$ cat src/rtl/cmd_frame_pkg.sv
// rtl/cmd_frame_pkg.sv - shared opcodes, status codes, FSM states and field helper for cmd_frame_decoder
package cmd_frame_pkg;

    localparam logic [2:0] OP_RATE   = 3'd1;
    localparam logic [2:0] OP_POINT  = 3'd2;
    localparam logic [2:0] OP_RETURN = 3'd3;
    localparam logic [2:0] OP_ADDR   = 3'd4;
    localparam logic [2:0] OP_QUERY  = 3'd5;

    localparam logic [15:0] ST_ACK    = 16'h0000;
    localparam logic [15:0] ST_RATE   = 16'h0001;
    localparam logic [15:0] ST_ZERO   = 16'h0002;
    localparam logic [15:0] ST_CHAN   = 16'h0003;
    localparam logic [15:0] ST_OPCODE = 16'h0004;
    localparam logic [15:0] ST_CSUM   = 16'h0005;

    localparam logic [1:0] S_IDLE  = 2'd0;
    localparam logic [1:0] S_CHECK = 2'd1;
    localparam logic [1:0] S_EXEC  = 2'd2;
    localparam logic [1:0] S_RESP  = 2'd3;

    // Byte 5 is the header, byte 0 the checksum.
    function automatic logic [7:0] get_byte(input logic [47:0] frame, input int unsigned idx);
        return frame[8*idx +: 8];
    endfunction

endpackage

$ cat src/rtl/frame_xor_chk.sv
// rtl/frame_xor_chk.sv - XOR checksum over the five leading bytes of a frame
module frame_xor_chk (
    input  logic [39:0] data_i,
    output logic [7:0]  csum_o
);

    assign csum_o = data_i[39:32] ^ data_i[31:24] ^ data_i[23:16] ^ data_i[15:8] ^ data_i[7:0];

endmodule

$ cat src/rtl/cmd_frame_decoder.sv
// rtl/cmd_frame_decoder.sv - validates UART command frames, updates per-channel sampling config, builds responses
module cmd_frame_decoder
    import cmd_frame_pkg::*;
#(
    parameter int unsigned NUM_CH     = 4,
    parameter logic [7:0]  LOCAL_ADDR = 8'h03,
    parameter logic [7:0]  BCAST_ADDR = 8'hFF,
    parameter logic [7:0]  HEAD       = 8'hF0,
    parameter logic [15:0] RATE_MAX   = 16'd6,
    parameter logic [15:0] RATE_RST   = 16'd5,
    parameter logic [15:0] POINT_RST  = 16'd1
) (
    input  logic                 clk,
    input  logic                 rst_n,
    input  logic                 frame_valid,
    output logic                 frame_ready,
    input  logic [47:0]          frame_data,
    output logic                 rsp_valid,
    input  logic                 rsp_ready,
    output logic [47:0]          rsp_data,
    output logic [NUM_CH*16-1:0] cfg_rate,
    output logic [NUM_CH*16-1:0] cfg_point,
    output logic [NUM_CH-1:0]    cfg_upd,
    output logic                 data_return_req,
    output logic [3:0]           req_ch,
    output logic [7:0]           err_cnt
);

    logic [1:0]        state_q, state_d;
    logic [47:0]       frame_q, frame_d;
    logic [15:0]       rate_q [NUM_CH];
    logic [15:0]       rate_d [NUM_CH];
    logic [15:0]       point_q [NUM_CH];
    logic [15:0]       point_d [NUM_CH];
    logic [NUM_CH-1:0] upd_q, upd_d;
    logic              ret_q, ret_d;
    logic [3:0]        req_ch_q, req_ch_d;
    logic [7:0]        err_q, err_d;
    logic              rsp_due_q, rsp_due_d;
    logic [15:0]       rsp_pl_q, rsp_pl_d;
    logic              rsp_valid_q, rsp_valid_d;
    logic [47:0]       rsp_data_q, rsp_data_d;

    logic [7:0]  f_head, f_addr, f_func, f_csum, rx_csum, tx_csum;
    logic [15:0] f_payload;
    logic [3:0]  f_ch;
    logic [2:0]  f_op;
    logic        frame_ok, is_local, is_bcast, targeted, ch_ok, rate_ok;

    assign f_head    = get_byte(frame_q, 5);
    assign f_addr    = get_byte(frame_q, 4);
    assign f_func    = get_byte(frame_q, 3);
    assign f_csum    = get_byte(frame_q, 0);
    assign f_payload = frame_q[23:8];
    assign f_ch      = f_func[7:4];
    assign f_op      = f_func[2:0];

    frame_xor_chk u_rx_chk (
        .data_i (frame_q[47:8]),
        .csum_o (rx_csum)
    );

    frame_xor_chk u_tx_chk (
        .data_i ({HEAD, LOCAL_ADDR, f_func, rsp_pl_q}),
        .csum_o (tx_csum)
    );

    assign frame_ok = (f_head == HEAD) && (f_csum == rx_csum);
    assign is_local = (f_addr == LOCAL_ADDR);
    assign is_bcast = (f_addr == BCAST_ADDR);
    assign targeted = is_local || is_bcast || (f_op == OP_ADDR);
    assign ch_ok    = ({28'd0, f_ch} < NUM_CH);
    assign rate_ok  = (f_payload != 16'd0) && (f_payload <= RATE_MAX);

    always_comb begin
        state_d     = state_q;
        frame_d     = frame_q;
        rate_d      = rate_q;
        point_d     = point_q;
        upd_d       = '0;
        ret_d       = 1'b0;
        req_ch_d    = req_ch_q;
        err_d       = err_q;
        rsp_due_d   = rsp_due_q;
        rsp_pl_d    = rsp_pl_q;
        rsp_valid_d = rsp_valid_q;
        rsp_data_d  = rsp_data_q;

        case (state_q)
            S_IDLE: begin
                if (frame_valid) begin
                    frame_d = frame_data;
                    state_d = S_CHECK;
                end
            end
            // All decisions are taken here so config and pulses are visible during EXEC.
            S_CHECK: begin
                rsp_due_d = 1'b0;
                rsp_pl_d  = ST_ACK;
                state_d   = S_EXEC;
                if (!frame_ok) begin
                    if (err_q != 8'hFF) err_d = err_q + 8'd1;
                    if (is_local) begin
                        rsp_due_d = 1'b1;
                        rsp_pl_d  = ST_CSUM;
                    end else begin
                        state_d = S_IDLE;
                    end
                end else if (!targeted) begin
                    state_d = S_IDLE;
                end else if (is_bcast) begin
                    case (f_op)
                        OP_RATE: if (rate_ok) begin
                            for (int c = 0; c < NUM_CH; c++) rate_d[c] = f_payload;
                            upd_d = '1;
                        end
                        OP_POINT: if (f_payload != 16'd0) begin
                            for (int c = 0; c < NUM_CH; c++) point_d[c] = f_payload;
                            upd_d = '1;
                        end
                        OP_RETURN: begin
                            ret_d    = 1'b1;
                            req_ch_d = 4'd0;
                        end
                        default: ;
                    endcase
                end else begin
                    rsp_due_d = 1'b1;
                    if (f_op == OP_ADDR) begin
                        rsp_pl_d = {8'h00, LOCAL_ADDR};
                    end else if (f_op < OP_RATE || f_op > OP_QUERY) begin
                        rsp_pl_d = ST_OPCODE;
                    end else if (!ch_ok) begin
                        rsp_pl_d = ST_CHAN;
                    end else begin
                        case (f_op)
                            OP_RATE: if (!rate_ok) rsp_pl_d = ST_RATE;
                            OP_POINT: if (f_payload == 16'd0) rsp_pl_d = ST_ZERO;
                            OP_RETURN: begin
                                ret_d    = 1'b1;
                                req_ch_d = f_ch;
                            end
                            default: ;
                        endcase
                        for (int c = 0; c < NUM_CH; c++) begin
                            if (f_ch == 4'(c)) begin
                                if (f_op == OP_RATE && rate_ok) begin
                                    rate_d[c] = f_payload;
                                    upd_d[c]  = 1'b1;
                                end
                                if (f_op == OP_POINT && f_payload != 16'd0) begin
                                    point_d[c] = f_payload;
                                    upd_d[c]   = 1'b1;
                                end
                                if (f_op == OP_QUERY) rsp_pl_d = point_q[c];
                            end
                        end
                    end
                end
            end
            S_EXEC: begin
                if (rsp_due_q) begin
                    rsp_valid_d = 1'b1;
                    rsp_data_d  = {HEAD, LOCAL_ADDR, f_func, rsp_pl_q, tx_csum};
                    state_d     = S_RESP;
                end else begin
                    state_d = S_IDLE;
                end
            end
            S_RESP: begin
                if (rsp_ready) begin
                    rsp_valid_d = 1'b0;
                    state_d     = S_IDLE;
                end
            end
            default: state_d = S_IDLE;
        endcase
    end

    always_ff @(posedge clk or negedge rst_n) begin
        if (!rst_n) begin
            state_q     <= S_IDLE;
            frame_q     <= '0;
            for (int c = 0; c < NUM_CH; c++) begin
                rate_q[c]  <= RATE_RST;
                point_q[c] <= POINT_RST;
            end
            upd_q       <= '0;
            ret_q       <= 1'b0;
            req_ch_q    <= 4'd0;
            err_q       <= 8'd0;
            rsp_due_q   <= 1'b0;
            rsp_pl_q    <= '0;
            rsp_valid_q <= 1'b0;
            rsp_data_q  <= '0;
        end else begin
            state_q     <= state_d;
            frame_q     <= frame_d;
            rate_q      <= rate_d;
            point_q     <= point_d;
            upd_q       <= upd_d;
            ret_q       <= ret_d;
            req_ch_q    <= req_ch_d;
            err_q       <= err_d;
            rsp_due_q   <= rsp_due_d;
            rsp_pl_q    <= rsp_pl_d;
            rsp_valid_q <= rsp_valid_d;
            rsp_data_q  <= rsp_data_d;
        end
    end

    for (genvar g = 0; g < NUM_CH; g++) begin : g_pack
        assign cfg_rate[16*g +: 16]  = rate_q[g];
        assign cfg_point[16*g +: 16] = point_q[g];
    end

    assign frame_ready     = (state_q == S_IDLE);
    assign rsp_valid       = rsp_valid_q;
    assign rsp_data        = rsp_data_q;
    assign cfg_upd         = upd_q;
    assign data_return_req = ret_q;
    assign req_ch          = req_ch_q;
    assign err_cnt         = err_q;

endmodule
$ cat config.mk
export PLATFORM = sky130hd
export DESIGN_NAME = cmd_frame_decoder
export DESIGN_NICKNAME = d
export VERILOG_FILES = /design/src/rtl/cmd_frame_pkg.sv /design/src/rtl/frame_xor_chk.sv /design/src/rtl/cmd_frame_decoder.sv
export SDC_FILE = /design/constraint.sdc
export NUM_CORES = 1
export LEC_CHECK = 0
export ABC_AREA = 1
export BUFFER_PORTS_ARGS = -buffer_cell sky130_fd_sc_hd__clkbuf_2
export CAP_MARGIN = 20
export CORE_ASPECT_RATIO = 1.1
export CORE_MARGIN = 3
export CORE_UTILIZATION = 45
export CTS_BUF_LIST = sky130_fd_sc_hd__clkbuf_8
export DETAILED_ROUTE_END_ITERATION = 10
export PLACE_DENSITY = 0.78
export SLEW_MARGIN = 20
export SYNTH_ARGS = -nofsm -noshare
export SYNTH_HDL_FRONTEND = slang
export SYNTH_SLANG_ARGS = --single-unit
$ cat constraint.sdc
create_clock -name clk -period 2.65 [get_ports clk]
set_clock_uncertainty 0.1 [all_clocks]
set_input_delay 0.1325 -clock clk [delete_from_list [all_inputs] [get_ports clk]]
set_output_delay 0.1325 -clock clk [all_outputs]
set_load 0.02 [all_outputs]
## Word level (Yosys, flattened, before mapping)

Index checks and enable logic that the tools add are counted.

- Bits in registers: 246
- Output and inout port bits: 195

- $add $sub $neg: 1
- $lt $le $gt $ge: 4
- Equality and inequality tests: 25
- Muxes and demuxes: 91
- Bitwise operators: 8
- Reductions and logical operators: 33

Operators with widths:

| operator | count |
|---|---|
| $mux 64 | 12 |
| $mux 16 | 31 |
| $reduce_and 10->1 | 8 |
| $mux 4 | 15 |
| $xor 8x8->8 | 6 |
| $mux 1 | 21 |
| $eq 8x8->1 const B | 2 |
| $le 16x3->1 const B | 1 |
| $logic_not 16->1 | 1 |
| $reduce_bool 16->1 | 1 |
| $reduce_bool 2->1 | 8 |
| $mux 2 | 7 |
| $ne 2x2->1 const B | 5 |
| $add 8x1->8 const B | 1 |
| $eq 4x2->1 const B | 2 |
| $eq 8x2->1 const B | 1 |
| $eq 8x8->1 | 1 |
| $ne 2x1->1 const B | 4 |
| $ne 8x8->1 const B | 1 |
| $pmux 2 s4 | 1 |
| $pmux 4 s2 | 1 |
| $reduce_and 7->1 | 1 |
| $eq 3x2->1 const B | 2 |
| $eq 3x3->1 const B | 2 |
| other kinds (18) | 27 |

## Depth between registers and ports, before layout

- Word-level depth: 25
- Gate-level depth with buffers: 18

## Hierarchy

From an unflattened synthesis, not the netlist that was laid out.

- Cells, all modules: 1337
- Area total of the unflattened synthesis: 11483.5 sq um

Modules (own cells, without submodules):

| module | times used | cells an instance | area each (sq um) |
|---|---|---|---|
| cmd_frame_decoder | 1 | 1113 | 10482.6 |
| frame_xor_chk | 2 | 112 | 500.5 |

## Least setup slack after synthesis

Ideal clock, no wire load.

- Path kind: register to register
- From: register frame_q[30]
- To: register rate_q (netlist bit cfg_rate[19])
- Arrival: 1853 ps
- Required time: 2436 ps
- Slack: 583 ps
- Stages on the path, launching flop included: 11
- Period minus slack after synthesis: 2067 ps
- Cells stage by stage: dfrtp_1 -> clkbuf_2 -> nor2_4 -> inv_1 -> nor2_1 -> a21oi_2 -> nor2_2 -> nand4_4 -> buf_2 -> nand2_1 -> inv_1

- Longest elaborated chain between the ends: 6
- Elaborated cells on any way between the ends: 10
- Those cells by class: order compare: 1; eq/ne: 2; bitwise: 3; reduce/logical: 4

RTL lines:

| what | line | source |
|---|---|---|
| start: declaration | cmd_frame_decoder.sv:30 | `logic [47:0] frame_q, frame_d;` |
| start signal: assignment | cmd_frame_decoder.sv:198 | `frame_q <= frame_d;` |
| $xor 8x8->8 (3 in series) | frame_xor_chk.sv:7 | `assign csum_o = data_i[39:32] ^ data_i[31:24] ^ data_i[23:16] ^ data_i[15:8] ^ data_i[7:0];` |
| $eq 8x8->1 | cmd_frame_decoder.sv:68 | `assign frame_ok = (f_head == HEAD) && (f_csum == rx_csum);` |
| $logic_and 1x1->1 | cmd_frame_decoder.sv:68 |  |
| $reduce_and 10->1 (no source line) (*) | -- |  |
| end signal: assignment | cmd_frame_decoder.sv:199 | `rate_q <= rate_d;` |
| end: declaration | cmd_frame_decoder.sv:31 | `logic [15:0] rate_q [NUM_CH];` |

Mark *: on every way between the ends. The rest lies on a longest branch, timed or not.
A chain may end at the register's enable or synchronous reset.

## Worst setup path in the final report

- From: register frame_q[22]
- To: register rate_q (netlist bit cfg_rate[17])

- Longest elaborated chain between the ends: 5
- Elaborated cells on any way between the ends: 11
- Those cells by class: order compare: 1; eq/ne: 2; bitwise: 2; reduce/logical: 6

RTL lines:

| what | line | source |
|---|---|---|
| $le 16x3->1, or another cell as far along | cmd_frame_decoder.sv:73 | `assign rate_ok = (f_payload != 16'd0) && (f_payload <= RATE_MAX);` |
| $logic_and 1x1->1 / $xor 8x8->8 (equally long branches) | cmd_frame_decoder.sv:73, frame_xor_chk.sv:7 |  |
| $logic_and 1x1->1 / $eq 8x8->1 (equally long branches) | cmd_frame_decoder.sv:147, cmd_frame_decoder.sv:68 |  |
| $reduce_bool 2->1 (no source line) / $logic_and 1x1->1 (equally long branches) | -- |  |
| $reduce_and 10->1 (no source line) (*) | -- |  |

Marks and branches as above.

==> results.sh <==
export IMPL_cts_buffers=41
export IMPL_avgSynthCellArea_um2=8.61
export IMPL_drv_cap=0
export IMPL_dp_hpwl_mm=23.7
export IMPL_numClockSinks=246
export IMPL_crit_path_start="frame_q[22]"
export IMPL_syn_area_um2=11100
export IMPL_dpl_cell_area_um2=12700
export IMPL_core_area_um2=23900
export IMPL_rr_worst_depth=15
export IMPL_die_height_um=171
export IMPL_power_share_clock_pct=37.7
export IMPL_fin_nets=1650
export IMPL_drtPass1Iterations=6
export IMPL_status="completed"
export IMPL_hold_class="in2reg"
export IMPL_vdd_drop_max_uv=341
export IMPL_pwr_share_comb_pct=14.1
export IMPL_cts_root_buf="clkbuf_8"
export IMPL_initial_utilization_pct=46.3
export IMPL_clock_fmax_mhz=410
export IMPL_numPortBuffers=236
export IMPL_power_switching_mw=2.49
export IMPL_via_count=9835
export IMPL_ctsLongestPathBuffers=3
export IMPL_synth_cells=1286
export IMPL_cp_start_kind="flip-flop"
export IMPL_ys_types=41
export IMPL_post_route_cells_drive_above_1_share_pct=24.0
export IMPL_max_slew_margin_pct=48.8
export IMPL_period_minus_slack_ns=2.44
export IMPL_powerDensity_nw_per_um2=608
export IMPL_clk_pin_slew_ns=0.07
export IMPL_pre_cts_slack_ns=-0.0173
export IMPL_final_cell_mix="358 x nand2_1, 235 x clkbuf_2, 228 x dfrtp_1, 186 x inv_1, 86 x o21ai_0"
export IMPL_rsz0062_at_grt="no"
export IMPL_die_area_um2=26500
export IMPL_critPathKind="reg2reg"
export IMPL_routed_wl_mm=33.5
export IMPL_grt_pass1_vias=9782
export IMPL_swShare_pct=29.1
export IMPL_fin_crit_sh_pct=91.9
export IMPL_clock_latency_ns=0.54
export IMPL_fin_area_um2=14100
export IMPL_seq_power_share_pct=48.1
export IMPL_finalHoldViolations=0
export IMPL_slew_viol_final=0
export IMPL_die_w_um=156
export IMPL_rr_startpoint="frame_q[22]"
export IMPL_finalSetupViolations=0
export IMPL_cp_arrival_ns=2.74
export IMPL_required_ns=2.95
export IMPL_overflow=0
export IMPL_ios=247
export IMPL_num_fill_cells=2053
export IMPL_r2r_end="cfg_rate[17]"
export IMPL_antenna_found_initial=1
export IMPL_yosysSeqAreaShare_pct=55.7
export IMPL_h_tree_depth=2
export IMPL_grt_max_degree=99
export IMPL_rrSetupSlack_ns=0.21
export IMPL_viasPerCell=5.09
export IMPL_ys_ff_latch=246
export IMPL_cts_tree="built"
export IMPL_internal_power_mw=6.06
export IMPL_grt_pass1_wl_mm=51.5
export IMPL_worstMarginPinSlew_ns=0.769
export IMPL_yosys_warnings=0
export IMPL_endpoint_kind="flip-flop"
export IMPL_worstPathMaxFanout=19
export IMPL_endpoint="cfg_rate[17]"
export IMPL_gp_congestion=0.944
export IMPL_wl_per_cell_um=17.3
export IMPL_layout_commonest_cell="nand2_1"
export IMPL_first_iter_violations=950
export IMPL_leakage_nw=7.82
export IMPL_postLayoutCoreUtil_pct=58.8
export IMPL_postRouteAntennaNets=0
export IMPL_layout_setup_ws_ns=0.213
export IMPL_rows=59
export IMPL_finalPower_mw=8.55
export IMPL_syn_to_final_growth_pct=26.9
export IMPL_drc=0
export IMPL_gr_usage_all_layers_pct=24.4
==> metrics by stage <==
stage | instances | TNS, ns | hold slack [ns]
after floorplan | 1295 | 0 | -0.263
after global placement | 1805 | 0 | 0.118
after detailed placement | 1805 | -0.0173 | 0.122
after CTS | 1928 | 0 | 0.0441
after global routing | 1933 | 0 | 0.0887
final | 1934 | 0 | 0.0545
==> synth_stat cells (all sizes together) <==
| master | number | share of area [%] |
|---|---|---|
| nor3 | 6 | 0.37 |
| a21oi | 66 | 3.0 |
| conb | 1 | 0.034 |
| nand2 | 362 | 12 |
| ha | 1 | 0.11 |
| o2111ai | 1 | 0.079 |
| dfstp | 12 | 2.8 |
| nand3b | 2 | 0.14 |
| dfrtp | 234 | 53 |
| nor4 | 2 | 0.25 |
| o22ai | 4 | 0.23 |
| o21ai | 122 | 5.5 |
| or2 | 2 | 0.11 |
| a31oi | 2 | 0.11 |
| nand3 | 51 | 2.3 |
| nand4 | 13 | 1.4 |
| mux2 | 3 | 0.31 |
| xor2 | 20 | 1.6 |
| xnor2 | 15 | 1.2 |
| inv | 182 | 6.2 |
| a22oi | 11 | 0.75 |
| clkbuf | 27 | 0.93 |
| buf | 40 | 2.5 |
| o221ai | 12 | 0.95 |
| nor2 | 93 | 3.7 |
| o211ai | 2 | 0.14 |
==> layer usage <==
layer  track usage (%)  wire (µm)  vias up
li1                  -          -     4658
met1              33.3      13800     4649
met2              38.9      16000      443
met3              4.28       2420       85
met4              10.4       1310        0
met5                 0          0        -
==> worst min path at each step <==
stage	startpoint	to	slack, ns	cells after the start
after CTS	frame_valid	state_q[0]	0.04	4
after global placement	rst_n	cfg_point[28]	0.12	1
after global routing	frame_valid	state_q[0]	0.09	4
after floorplan	rst_n	cfg_point[10]	-0.26	0
final	frame_valid	state_q[0]	0.05	4
after detailed placement	rst_n	cfg_point[28]	0.12	1
==> cell type report <==
cell class,instances,area (µm²),area share (%)
Antenna cell,2,5.00,0.0356
Sequential cell,246,6180,44.0
Clock buffer,48,661,4.70
Inverter,182,688,4.90
Clock inverter,25,123,0.872
Multi-Input combinational cell,801,3900,27.7
Tap cell,305,382,2.72
Timing Repair Buffer,325,2120,15.1
==> flip-flops by register name (all words and copies together), names as in the netlist <==
signal           flops
req_ch               4
cfg_rate            64
cfg_point           64
data_return_req      1
rsp_valid            1
rsp_due_q            1
state_q              2
frame_q             48
rsp_data            33
rsp_pl_q            16
err_cnt              8
cfg_upd              4
==> worst max-delay path: stages (launching register included) <==
cell and delay [ns]:
dfrtp_1 0.56, inv_2 0.08, nand2_1 0.10, nand3_1 0.14, nand2_1 0.13, nand2_1 0.06, nand3_1 0.07, nand2_1 0.06
nor2_1 0.09, nand2_1 0.10, nor2_4 0.16, buf_4 0.22, nand4_4 0.10, buf_12 0.18, nand2_1 0.08, o21ai_2 0.08
==> power groups by stage <==
stage | logic (mW) | clock network (mW) | registers [mW]
after detailed placement | 1.12 | 0 | 4.17
after global routing | 1.34 | 3.44 | 4.13
after global placement | 1.09 | 0 | 4.16
after floorplan | 0.699 | 0 | 4.13
after CTS | 1.19 | 3.27 | 4.10
final | 1.21 | 3.23 | 4.12
==> kinds of logic (layout without fill, tap and decap cells) <==
| kind of cell | Yosys count | count (layout) | synth area share (%) |
|---|---|---|---|
| other cells | 1 | 12 | 0.0339 |
| xor+xnor | 35 | 35 | 2.77 |
| fa+ha+maj | 1 | 1 | 0.113 |
| compound gates | 220 | 220 | 10.8 |
| mux | 3 | 3 | 0.305 |
| buf+inv | 249 | 580 | 9.64 |
| simple gates | 531 | 532 | 20.6 |
| flops | 246 | 246 | 55.7 |
==> repair_timing <==
item,4_1_cts,5_1_grt
hold buffers,50,0
gates resized for setup,1,12
endpoints found under the setup margin,8,121
endpoints found under the hold margin,138,0
setup buffers,0,3
gates cloned,0,1
No activity file was read; power rests on OpenSTA's default activity.
